--- config.mk ---
export PLATFORM = sky130hd
export DESIGN_NAME = status_flag_unit
export DESIGN_NICKNAME = d
export VERILOG_FILES = /design/src/rtl/status_flag_unit.sv
export SDC_FILE = /design/constraint.sdc
export NUM_CORES = 1
export LEC_CHECK = 0
export ABC_AREA = 1
export ABC_CLOCK_PERIOD_IN_PS = 6500
export CAP_MARGIN = 5
export CORE_MARGIN = 5
export CORE_UTILIZATION = 54
export CTS_CLUSTER_SIZE = 10
export DETAILED_ROUTE_END_ITERATION = 16
export PLACE_DENSITY = 0.88
export SETUP_SLACK_MARGIN = 0.05
export SLEW_MARGIN = 20
export SYNTH_ARGS = -nofsm -noshare
export SYNTH_HDL_FRONTEND = slang
export SYNTH_SLANG_ARGS = --single-unit
export TNS_END_PERCENT = 50
--- constraint.sdc ---
create_clock -name clk -period 6.5 [get_ports clk]
set_input_delay 0.65 -clock clk [delete_from_list [all_inputs] [get_ports clk]]
set_output_delay 0.65 -clock clk [all_outputs]
set_load 0.02 [all_outputs]
--- src/rtl/status_flag_unit.sv ---
// Status flag register with masked software/ALU updates, a shadow save/restore
// stack and a trap state machine that auto-saves the flags on an enabled flag.
module status_flag_unit #(
    parameter int                NFLAGS      = 13,
    parameter int                DEPTH       = 4,
    parameter int                TRAP_BIT    = 12,
    parameter logic [NFLAGS-1:0] STICKY_MASK = 13'h0080
) (
    input  logic                         clk,
    input  logic                         rst_n,
    input  logic                         wr_en_i,
    input  logic [1:0]                   wr_op_i,
    input  logic [NFLAGS-1:0]            wr_data_i,
    input  logic [NFLAGS-1:0]            wr_mask_i,
    input  logic                         alu_upd_i,
    input  logic [NFLAGS-1:0]            alu_flags_i,
    input  logic [NFLAGS-1:0]            alu_mask_i,
    input  logic [NFLAGS-1:0]            trap_mask_i,
    input  logic                         push_i,
    input  logic                         pop_i,
    input  logic                         err_clr_i,
    output logic [NFLAGS-1:0]            flags_o,
    output logic                         trap_req_o,
    output logic                         in_trap_o,
    output logic [$clog2(DEPTH+1)-1:0]   depth_o,
    output logic                         stk_full_o,
    output logic                         stk_empty_o,
    output logic                         stk_err_o
);
    localparam int DW = $clog2(DEPTH + 1);
    localparam int PW = (DEPTH > 1) ? $clog2(DEPTH) : 1;
    localparam logic [NFLAGS-1:0] TRAP_ONEHOT = NFLAGS'(1) << TRAP_BIT;

    typedef enum logic {IDLE = 1'b0, IN_TRAP = 1'b1} state_t;

    state_t              state_q, state_d;
    logic [NFLAGS-1:0]   flags_q, flags_d;
    logic [NFLAGS-1:0]   alu_val, sw_val, sw_bits;
    logic [DW-1:0]       depth_q, depth_d;
    logic                trap_req_q;
    logic                stk_err_q, stk_err_d;
    logic [NFLAGS-1:0]   stack_q [DEPTH];
    logic [PW-1:0]       wr_idx, top_idx;
    logic                trap_entry, stk_full, stk_empty;
    logic                do_push, do_pop, stk_fault;

    assign stk_full  = (depth_q == DW'(DEPTH));
    assign stk_empty = (depth_q == '0);
    assign wr_idx    = PW'(depth_q);
    assign top_idx   = PW'(depth_q - DW'(1));

    // Stack arbitration: a trap entry takes the stack port and masks external push/pop.
    always_comb begin
        do_push   = 1'b0;
        do_pop    = 1'b0;
        stk_fault = 1'b0;
        if (trap_entry) begin
            do_push   = !stk_full;
            stk_fault = stk_full;
        end else if (push_i && !pop_i) begin
            do_push   = !stk_full;
            stk_fault = stk_full;
        end else if (pop_i && !push_i) begin
            do_pop    = !stk_empty;
            stk_fault = stk_empty;
        end
    end

    always_comb begin
        alu_val = flags_q;
        if (alu_upd_i) begin
            alu_val = (flags_q & ~alu_mask_i)
                    | (alu_mask_i & (alu_flags_i | (flags_q & STICKY_MASK)));
        end
        sw_bits = wr_data_i & wr_mask_i;
        sw_val  = alu_val;
        if (wr_en_i) begin
            case (wr_op_i)
                2'b00:   sw_val = (alu_val & ~wr_mask_i) | sw_bits;
                2'b01:   sw_val = alu_val ^ sw_bits;
                2'b10:   sw_val = alu_val | sw_bits;
                default: sw_val = alu_val & ~sw_bits;
            endcase
        end
        flags_d = do_pop ? stack_q[top_idx] : sw_val;
        if (trap_entry) begin
            flags_d = flags_d | TRAP_ONEHOT;
        end
        depth_d = depth_q;
        if (do_push) begin
            depth_d = depth_q + DW'(1);
        end else if (do_pop) begin
            depth_d = depth_q - DW'(1);
        end
        stk_err_d = stk_fault | (stk_err_q & ~err_clr_i);
    end

    always_ff @(posedge clk or negedge rst_n) begin
        if (!rst_n) begin
            state_q    <= IDLE;
            flags_q    <= '0;
            depth_q    <= '0;
            trap_req_q <= 1'b0;
            stk_err_q  <= 1'b0;
        end else begin
            state_q    <= state_d;
            flags_q    <= flags_d;
            depth_q    <= depth_d;
            trap_req_q <= trap_entry;
            stk_err_q  <= stk_err_d;
        end
    end

    // Stack storage has no reset so it maps onto plain memory.
    always_ff @(posedge clk) begin
        if (do_push) begin
            stack_q[wr_idx] <= flags_q;
        end
    end

    always_comb begin
        state_d = state_q;
        case (state_q)
            IDLE:    if (trap_entry) state_d = IN_TRAP;
            IN_TRAP: if (!flags_q[TRAP_BIT]) state_d = IDLE;
            default: state_d = IDLE;
        endcase
    end

    always_comb begin
        trap_entry = (state_q == IDLE)
                   && (|(flags_q & trap_mask_i & ~TRAP_ONEHOT))
                   && !flags_q[TRAP_BIT];
        in_trap_o  = (state_q == IN_TRAP);
    end

    assign flags_o     = flags_q;
    assign trap_req_o  = trap_req_q;
    assign depth_o     = depth_q;
    assign stk_full_o  = stk_full;
    assign stk_empty_o = stk_empty;
    assign stk_err_o   = stk_err_q;
endmodule

======== Yosys cells after proc, flatten, opt, wreduce, memory -nomap -nowiden ========
Memory sizes are Yosys's and may differ from the RTL's.
Cells that the tools add are included.
storage, ports and cells
  bits in registers ....................... 19
  RAM bits ................................ 52
  output and inout port bits .............. 21
  logic and storage cells ................. 62
  memories kept ........................... 1
memories
  name     words  width  read ports  clocked after Yosys merged registers in  wr ports  RTL line  source
  stack_q  4      13     1           0                                        1         42        logic [NFLAGS-1:0] stack_q [DEPTH];
operators by class
  add/subtract/negate cells ............... 2
  equality and inequality tests ........... 3
  mux-type cells .......................... 20
  bitwise operators ....................... 18
  reduce and logical (&&, ||, !) cells .... 13
operator list
  kind                                                  count
  bitwise AND 13 bit                                    5
  two-way mux 13 bit                                    4
  inverter 13 bit                                       3
  bitwise OR 13 bit                                     3
  one-hot mux 13 bit (3 select lines)                   1
  bitwise OR 13 x 8 -> 13 bit                           1
  bitwise XOR 13 bit                                    1
  bitwise AND 12 bit                                    1
  two-way mux 1 bit                                     12
  OR reduction 12 bit                                   1
  two-way mux 3 bit                                     2
  logical NOT 1 bit                                     5
  logical AND 1 bit                                     4
  adder 3 x 1 -> 3 bit (second input constant)          1
  equality test 3 bit (second input constant)           1
  logical NOT 3 bit                                     1
  subtractor 3 x 1 -> 3 bit (second input constant)     1
  equality test 2 x 1 -> 1 bit (second input constant)  1
  equality test 2 bit (second input constant)           1
  logical NOT 2 bit                                     1
  inverter 1 bit                                        2
  one-hot mux 1 bit (2 select lines)                    1
  nonzero test 2 bit                                    1
  bitwise AND 1 bit                                     1
  bitwise OR 1 bit                                      1

======== Longest topological paths before layout ========
Gate-level depths: netlist of the first run.
  depth in word-level cells ............... 10
  gate-level depth with buffers ........... 12
  mapped depth without buffers ............ 10

======== Worst setup path before layout of the first run ========
No wires, ideal clock.
  path type ............................... flip-flop to flip-flop
  start ................................... register depth_q[0], in the netlist depth_o[0]
  end ..................................... memory stack_q[1][0], enable pin
  setup time .............................. 382 ps
  data arrival time ....................... 2,001 ps
  data required time ...................... 6,118 ps
  slack ................................... 4,116 ps
  cell stages (with the launch flop) ...... 8
  buffers on the path ..................... 2
  clock period less this slack ............ 2,384 ps
  cells stage by stage .................... dfrtp_1 -> buf_2 -> inv_2 -> buf_2 -> ha_1 -> nand2_1 -> nand2_2 -> nor2_1
between the ends
  longest elaborated chain between the ends .. 6
ends and longest elaborated chain
  item                                     RTL line  source
  from (decl)                              39        logic [DW-1:0] depth_q, depth_d;
  from (signal assigned)                   108       depth_q <= depth_d;
  equality test 3 bit                      47        assign stk_full = (depth_q == DW'(DEPTH));
  logical NOT 1 bit                        58, 61
  two-way mux 1 bit                        60        end else if (push_i && !pop_i) begin
  two-way mux 1 bit                        57        if (trap_entry) begin
  two-way mux 1 bit                        116       if (do_push) begin
  two-way mux 1 bit (implied by the code)  117       stack_q[wr_idx] <= flags_q;
  to (decl)                                42
Parallel ways exist; a longest one is shown, timed or not.

======== Final worst setup path of the first run ========
  start ................................... register depth_q[0], in the netlist depth_o[0]
  end ..................................... output port stk_full_o
between the ends
  longest elaborated chain between the ends .. 1
ends and longest elaborated chain
  item                 RTL line  source
  equality test 3 bit  47
  to (decl)            26        output logic stk_full_o,
No other way between the ends.

==> out/metrics.cfg, run 1 <==
[global_route]
grt_pass1_vias=3414
grt-ovfl-total=0
grt_antenna_before_repair=0
grt_usage=0.2424
grt_pass1_wl_mm=16.39
grt_start_max_net_pins=32

[setup_path]
crit_family=buffers and inverters
path_cells=inv_2 > ha_1 > nand2_1 > inv_1 > clkdlybuf4s50_1
path_buf_inv=3
critPathSlowestCell=dfrtp_1
critPathLaunch=depth_o[0]
worstPathMaxFanout=31
worstSetupPathType=reg2out
cp.arrival_ns=2.95
r2r_end=flags_o[2]
r2r-start=depth_o[0]
critPathMaxStageDelay_ns=0.98
rrSetupSlack_ns=3.30
cp-start-kind=register
endpoint_kind=primary output
reg2reg_depth=7
cp.required_ns=5.85

[synthesis]
seq_area_frac_synth=0.5296
synth_top_area_cell=edfxtp_1
synth.most_common_cell=nand2_1
ys_ff_latch=71
synth.area.top_cells=edfxtp_1, dfrtp_1, nand2_1
yosysUniqueCellTypes=30
synth.top_cell.area_share=0.4060
synthFlopType=edfxtp_1
mappedNetlistNets=510
synth_edf_count=52
synth_common_cells=nand2_1, edfxtp_1, o21ai_0
syn_area_per_cell_um2=9.201
netlist_area_mm2=0.003846
synth_cells=418
synthArstFlopShare=0.2676
ys_warn_count=0

[clocking]
clk_pin_slew_ns=0.07
ctsRootBufferMaster=clkbuf_8
post_cts_resized=0
clk_path_buf_depth=2
cts_hold_buf=0
cts_made_buffers=9
worstSkewPairLatency_ns=0.34
post_cts_buffers=0
cts_tree=yes
cts.sinks=71
htreeDepth=3

[sta]
worst_pin_slew_ns=0.9645
setup_viol=0
maxSlewHeadroom=0.3570
period_minus_slack_ns=3.598
fmax_ghz=0.2779
slew_viol_final=0
fin_tns_setup_ns=0
hold_viol_final=0
finalClockSkew_ns=0.007858
period_share=0.5535
rsz0062_at_grt=no

[detailed_routing]
detail-route-antenna-nets=0
vias=3366
drtIter0Drc=193
routed_wl_mm=10.24
viasPerCell=5.554
drc_errors=0
routedWlPerCell_um=16.89
drt_first_pass_iters=4

[die]
rows=30
dieHeight_um=94.40
start_util=0.5599
core-area_mm2=0.006869
die_w_um=94.40
io_pins=95
dieArea_mm2=0.008910

[outcome]
status=finished clean

[worst_hold_path]
hp-start=in_trap_o
hold_path_end=in_trap_o
hold_path_depth=2
hold_class=reg2reg

[placed_design]
port_buffers=93
gp_congestion=0.8155
dp_cells=590
dp_hpwl_mm=7.402

[pwr]
power_density_mw_per_mm2=412.4
p_leak_nw=2.076
irDropWorstVdd_mv=0.1534

[job]
cap_viol_max_count=0

[cells_and_area]
multi_input_area_mm2=0.001620
area_growth_pct=29.54
final_cells=606
diodes=0
fillCellCount=508
seq_area_mm2=0.002037
nets=597
drive_above_1_share=0.05294

==> routing by layer <==
layer	global-route usage	part of all wire	vias up	routed length, µm
li1	-	-	1619	-
met1	0.3041	0.40	1573	4098
met2	0.4031	0.49	153	5003
met3	0.05896	0.082	21	840
met4	0.09868	0.029	0	295
met5	0	0	-	0
==> registers in the layout, indices dropped and copies added, names as in the netlist <==
register / cells
trap_req_o: 1
stk_err_o: 1
stack_q: 52
depth_o: 3
flags_o: 13
in_trap_o: 1
==> worst max-delay path by stage <==
stage / slack [ns] / cells past startpoint / end
CTS: 2.89 / 5 / stk_full_o
detailed placement: 2.92 / 9 / stack_q[2][1]
global route: 2.70 / 5 / stk_full_o
global placement: 2.99 / 9 / stack_q[1][3]
floorplan: 4.12 / 7 / stack_q[1][0]
finish: 2.90 / 5 / stk_full_o
==> cell type report <==
type	count	share of cell area
multi-input combinational	303	0.3252
inverter	25	0.01883
clock buffer	11	0.02838
sequential	71	0.4088
clock inverter	5	0.004771
timing repair buffer	95	0.1899
tap	96	0.02411
==> tightest hold or removal path: stages, from the launching register on <==
cell and delay, ns:
dfrtp_1 0.36, nand2_1 0.06, nand2_1 0.06
==> cell families after synthesis <==
kind of cell / after synthesis / synth area share
DFF: 71 / 0.5296
muxes: 12 / 0.03123
buffers and inverters: 44 / 0.05042
xor gates and xnor gates: 2 / 0.004555
AOI/OAI and AO/OA: 79 / 0.1204
and+or+nand+nor: 192 / 0.2053
adders and majority gates: 18 / 0.05856
==> placed cells by master (no fill, tap or decap), drive strengths merged <==
cell / Yosys / layout
o22ai: 13 / 13
xor2: 2 / 2
clkbuf: 7 / 11
o21ai: 49 / 49
nor3: 6 / 6
o311ai: 8 / 8
a21boi: 1 / 1
nand2: 118 / 118
a31oi: 5 / 5
o211ai: 1 / 1
a31o: 1 / 1
nor2: 42 / 42
clkinv: 0 / 5
buf: 12 / 2
mux2i: 12 / 12
dfrtp: 19 / 19
nand3: 26 / 26
ha: 18 / 18
inv: 25 / 25
a21oi: 1 / 1
clkdlybuf4s50: 0 / 93
edfxtp: 52 / 52
==> metrics by stage <==
stage          instance area [µm²]  worst slack, ns  power [W]  hold WS [ns]  utilization
5_1_grt                       4982            2.698   0.002204        0.5364       0.7253
2_1_floorplan                 3846            4.116   0.001383        0.3544            -
3_5_place_dp                  4812            2.917   0.001755        0.4918       0.7005
3_3_place_gp                  4812            2.991   0.001695        0.4854       0.7005
6_report                      4982            2.902   0.002055        0.5085       0.7253
4_1_cts                       4977            2.892   0.002057        0.5085       0.7246
==> power breakdown <==
| group | internal, W | total [W] | switching [W] | leakage [nW] |
|---|---|---|---|---|
| Combinational | 0.000363 | 0.000920 | 0.000557 | 1.28 |
| Sequential | 0.000687 | 0.000834 | 0.000147 | 0.707 |
| Clock | 0.000145 | 0.000301 | 0.000156 | 0.0903 |
| Total | 0.00119 | 0.00205 | 0.000860 | 2.08 |
No activity file was read; power rests on OpenSTA's default activity.
==> run 2, diff against run 1 <==
--- a/config.mk
+++ b/config.mk
@@ -6,13 +6,13 @@
 export NUM_CORES = 1
 export LEC_CHECK = 0
 export ABC_AREA = 1
-export ABC_CLOCK_PERIOD_IN_PS = 6500
+export ABC_CLOCK_PERIOD_IN_PS = 3500
 export CAP_MARGIN = 5
 export CORE_MARGIN = 5
-export CORE_UTILIZATION = 54
+export CORE_UTILIZATION = 50
 export CTS_CLUSTER_SIZE = 10
 export DETAILED_ROUTE_END_ITERATION = 16
-export PLACE_DENSITY = 0.88
+export PLACE_DENSITY = 0.83
 export SETUP_SLACK_MARGIN = 0.05
 export SLEW_MARGIN = 20
 export SYNTH_ARGS = -nofsm -noshare
==> constraint.sdc (replaced) <==
create_clock -name clk -period 3.5 [get_ports clk]
set_input_delay 0.35 -clock clk [delete_from_list [all_inputs] [get_ports clk]]
set_output_delay 0.35 -clock clk [all_outputs]
set_load 0.02 [all_outputs]
==> run 2 against run 1 <==
Against the previous run:
- final area rose by 1.5%
- clock skew is 0.0028 ns higher
- first-iteration DRC count is 5.7% lower
- sequential share of layout area fell by 0.61 points
- largest power group unchanged
- highest routed layer unchanged
==> out/metrics.cfg, run 2 (synthesis results as in run 1) <==
[die]
die_w_um=97.71
core-area_mm2=0.007607
io_pins=95
rows=32
start_util=0.5056
dieHeight_um=97.71
dieArea_mm2=0.009546

[global_route]
grt_start_max_net_pins=31
grt_usage=0.2066
grt_pass1_vias=3208
globalRouteMet2Util=0.3506
grt_pass1_wl_mm=15.83
grt_busiest_layer=met2
use_met3=0.02513
grt_antenna_before_repair=0
use_met1=0.2734
grt-ovfl-total=0

[clocking]
htreeDepth=3
post_cts_buffers=0
worstSkewPairLatency_ns=0.34
clk_path_buf_depth=2
cts_made_buffers=9
cts.sinks=71
cts_tree=yes
ctsRootBufferMaster=clkbuf_8
cts_hold_buf=0
clk_pin_slew_ns=0.07
post_cts_resized=0

[cells_and_area]
drive_above_1_share=0.05825
diodes=0
largest_reg_flops=52
fillCellCount=592
final_cell_mix=nand2_1, clkdlybuf4s50_1, edfxtp_1, o21ai_0, nor2_1
final_common_cell=nand2_1
regMostFlops=stack_q
nets=602
area_growth_pct=31.49
final_cells=617

[setup_path]
cp.required_ns=3.15
r2r-start=depth_o[0]
worstPathMaxFanout=30
reg2reg_depth=7
worstSetupPathType=reg2out
r2r_end=flags_o[11]
rrSetupSlack_ns=1.20
cp-start-kind=register
critPathLaunch=depth_o[0]
cp.arrival_ns=2.22
cp-endpoint=stk_empty_o
endpoint_kind=primary output

[detailed_routing]
detail-route-antenna-nets=0
routedWlPerCell_um=15.90
drt_first_pass_iters=5
drtIter0Drc=182
drc_errors=0
viasPerCell=5.436
routed_wl_mm=9.809
vias=3354

[outcome]
status=finished clean

[worst_hold_path]
hold_path_depth=2
hold_class=reg2reg

[placed_design]
gp_congestion=0.8372
dp_hpwl_mm=7.131
dp_cells=601
port_buffers=93

[pwr]
p_total_w=0.003904
p_leak_nw=2.112
irDropWorstVdd_mv=0.3666
power_density_mw_per_mm2=772.0

[sta]
rsz0062_at_grt=no
finalClockSkew_ns=0.01067
period_share=0.7339
maxSlewHeadroom=0.3868
hold_viol_final=0
slew_viol_final=0
fmax_ghz=0.3893
worst_pin_slew_ns=0.9170
setup_viol=0
fin_tns_setup_ns=0
period_minus_slack_ns=2.569
holdWs_ns=0.5157

[job]
cap_viol_max_count=0

-- run 2: stage by stage --
stage                     worst slack, ns  instance area [µm²]  utilization
final                              0.9312                 5057       0.6648
after global routing               0.7587                 5057       0.6648
after global placement             0.7311                 4857       0.6385
after CTS                          0.9001                 5057       0.6648
after floorplan                     1.116                 3846            -
after detailed placement           0.8839                 4860       0.6388
-- run 2: worst max-delay path, stage by stage, from the launching register on --
cell,delay (ns)
dfrtp_1,0.39
inv_2,0.36
ha_1,0.25
inv_1,0.07
nor2_2,0.18
clkdlybuf4s50_1,0.64
-- run 2: where the power goes --
group | leakage [nW] | internal, W | switching, W | total (W)
clock | 0.102 | 0.000360 | 0.000287 | 0.000647
sequential | 0.707 | 0.00128 | 0.000219 | 0.00150
combinational | 1.30 | 0.000697 | 0.00106 | 0.00176
-- run 2: how the worst min path moves through the flow --
stage | startpoint | endpoint | slack [ns]
4_1_cts | in_trap_o | in_trap_o | 0.53
3_3_place_gp | in_trap_o | in_trap_o | 0.48
3_5_place_dp | in_trap_o | in_trap_o | 0.51
2_1_floorplan | rst_n | depth_o[0] | 0.05
5_1_grt | in_trap_o | in_trap_o | 0.54
6_report | in_trap_o | in_trap_o | 0.52
-- run 2: routing by layer --
| layer | part of all wire | wire length (µm) | vias up |
|---|---|---|---|
| met3 | 0.069 | 675 | 10 |
| met4 | 0.018 | 174 | 0 |
| met5 | 0 | 0 | - |
| met1 | 0.41 | 4046 | 1577 |
| li1 | - | - | 1633 |
| met2 | 0.50 | 4914 | 134 |
-- run 2: area by class of cell --
type                            instances  area (µm²)  share of cell area
Clock buffer                           11       151.4             0.02994
Timing Repair Buffer                  100       983.4              0.1945
Tap cell                              102       127.6             0.02523
Clock inverter                          5       46.29            0.009154
Sequential cell                        71        2037              0.4028
Multi-Input combinational cell        303        1618              0.3199
Inverter                               25       93.84             0.01856
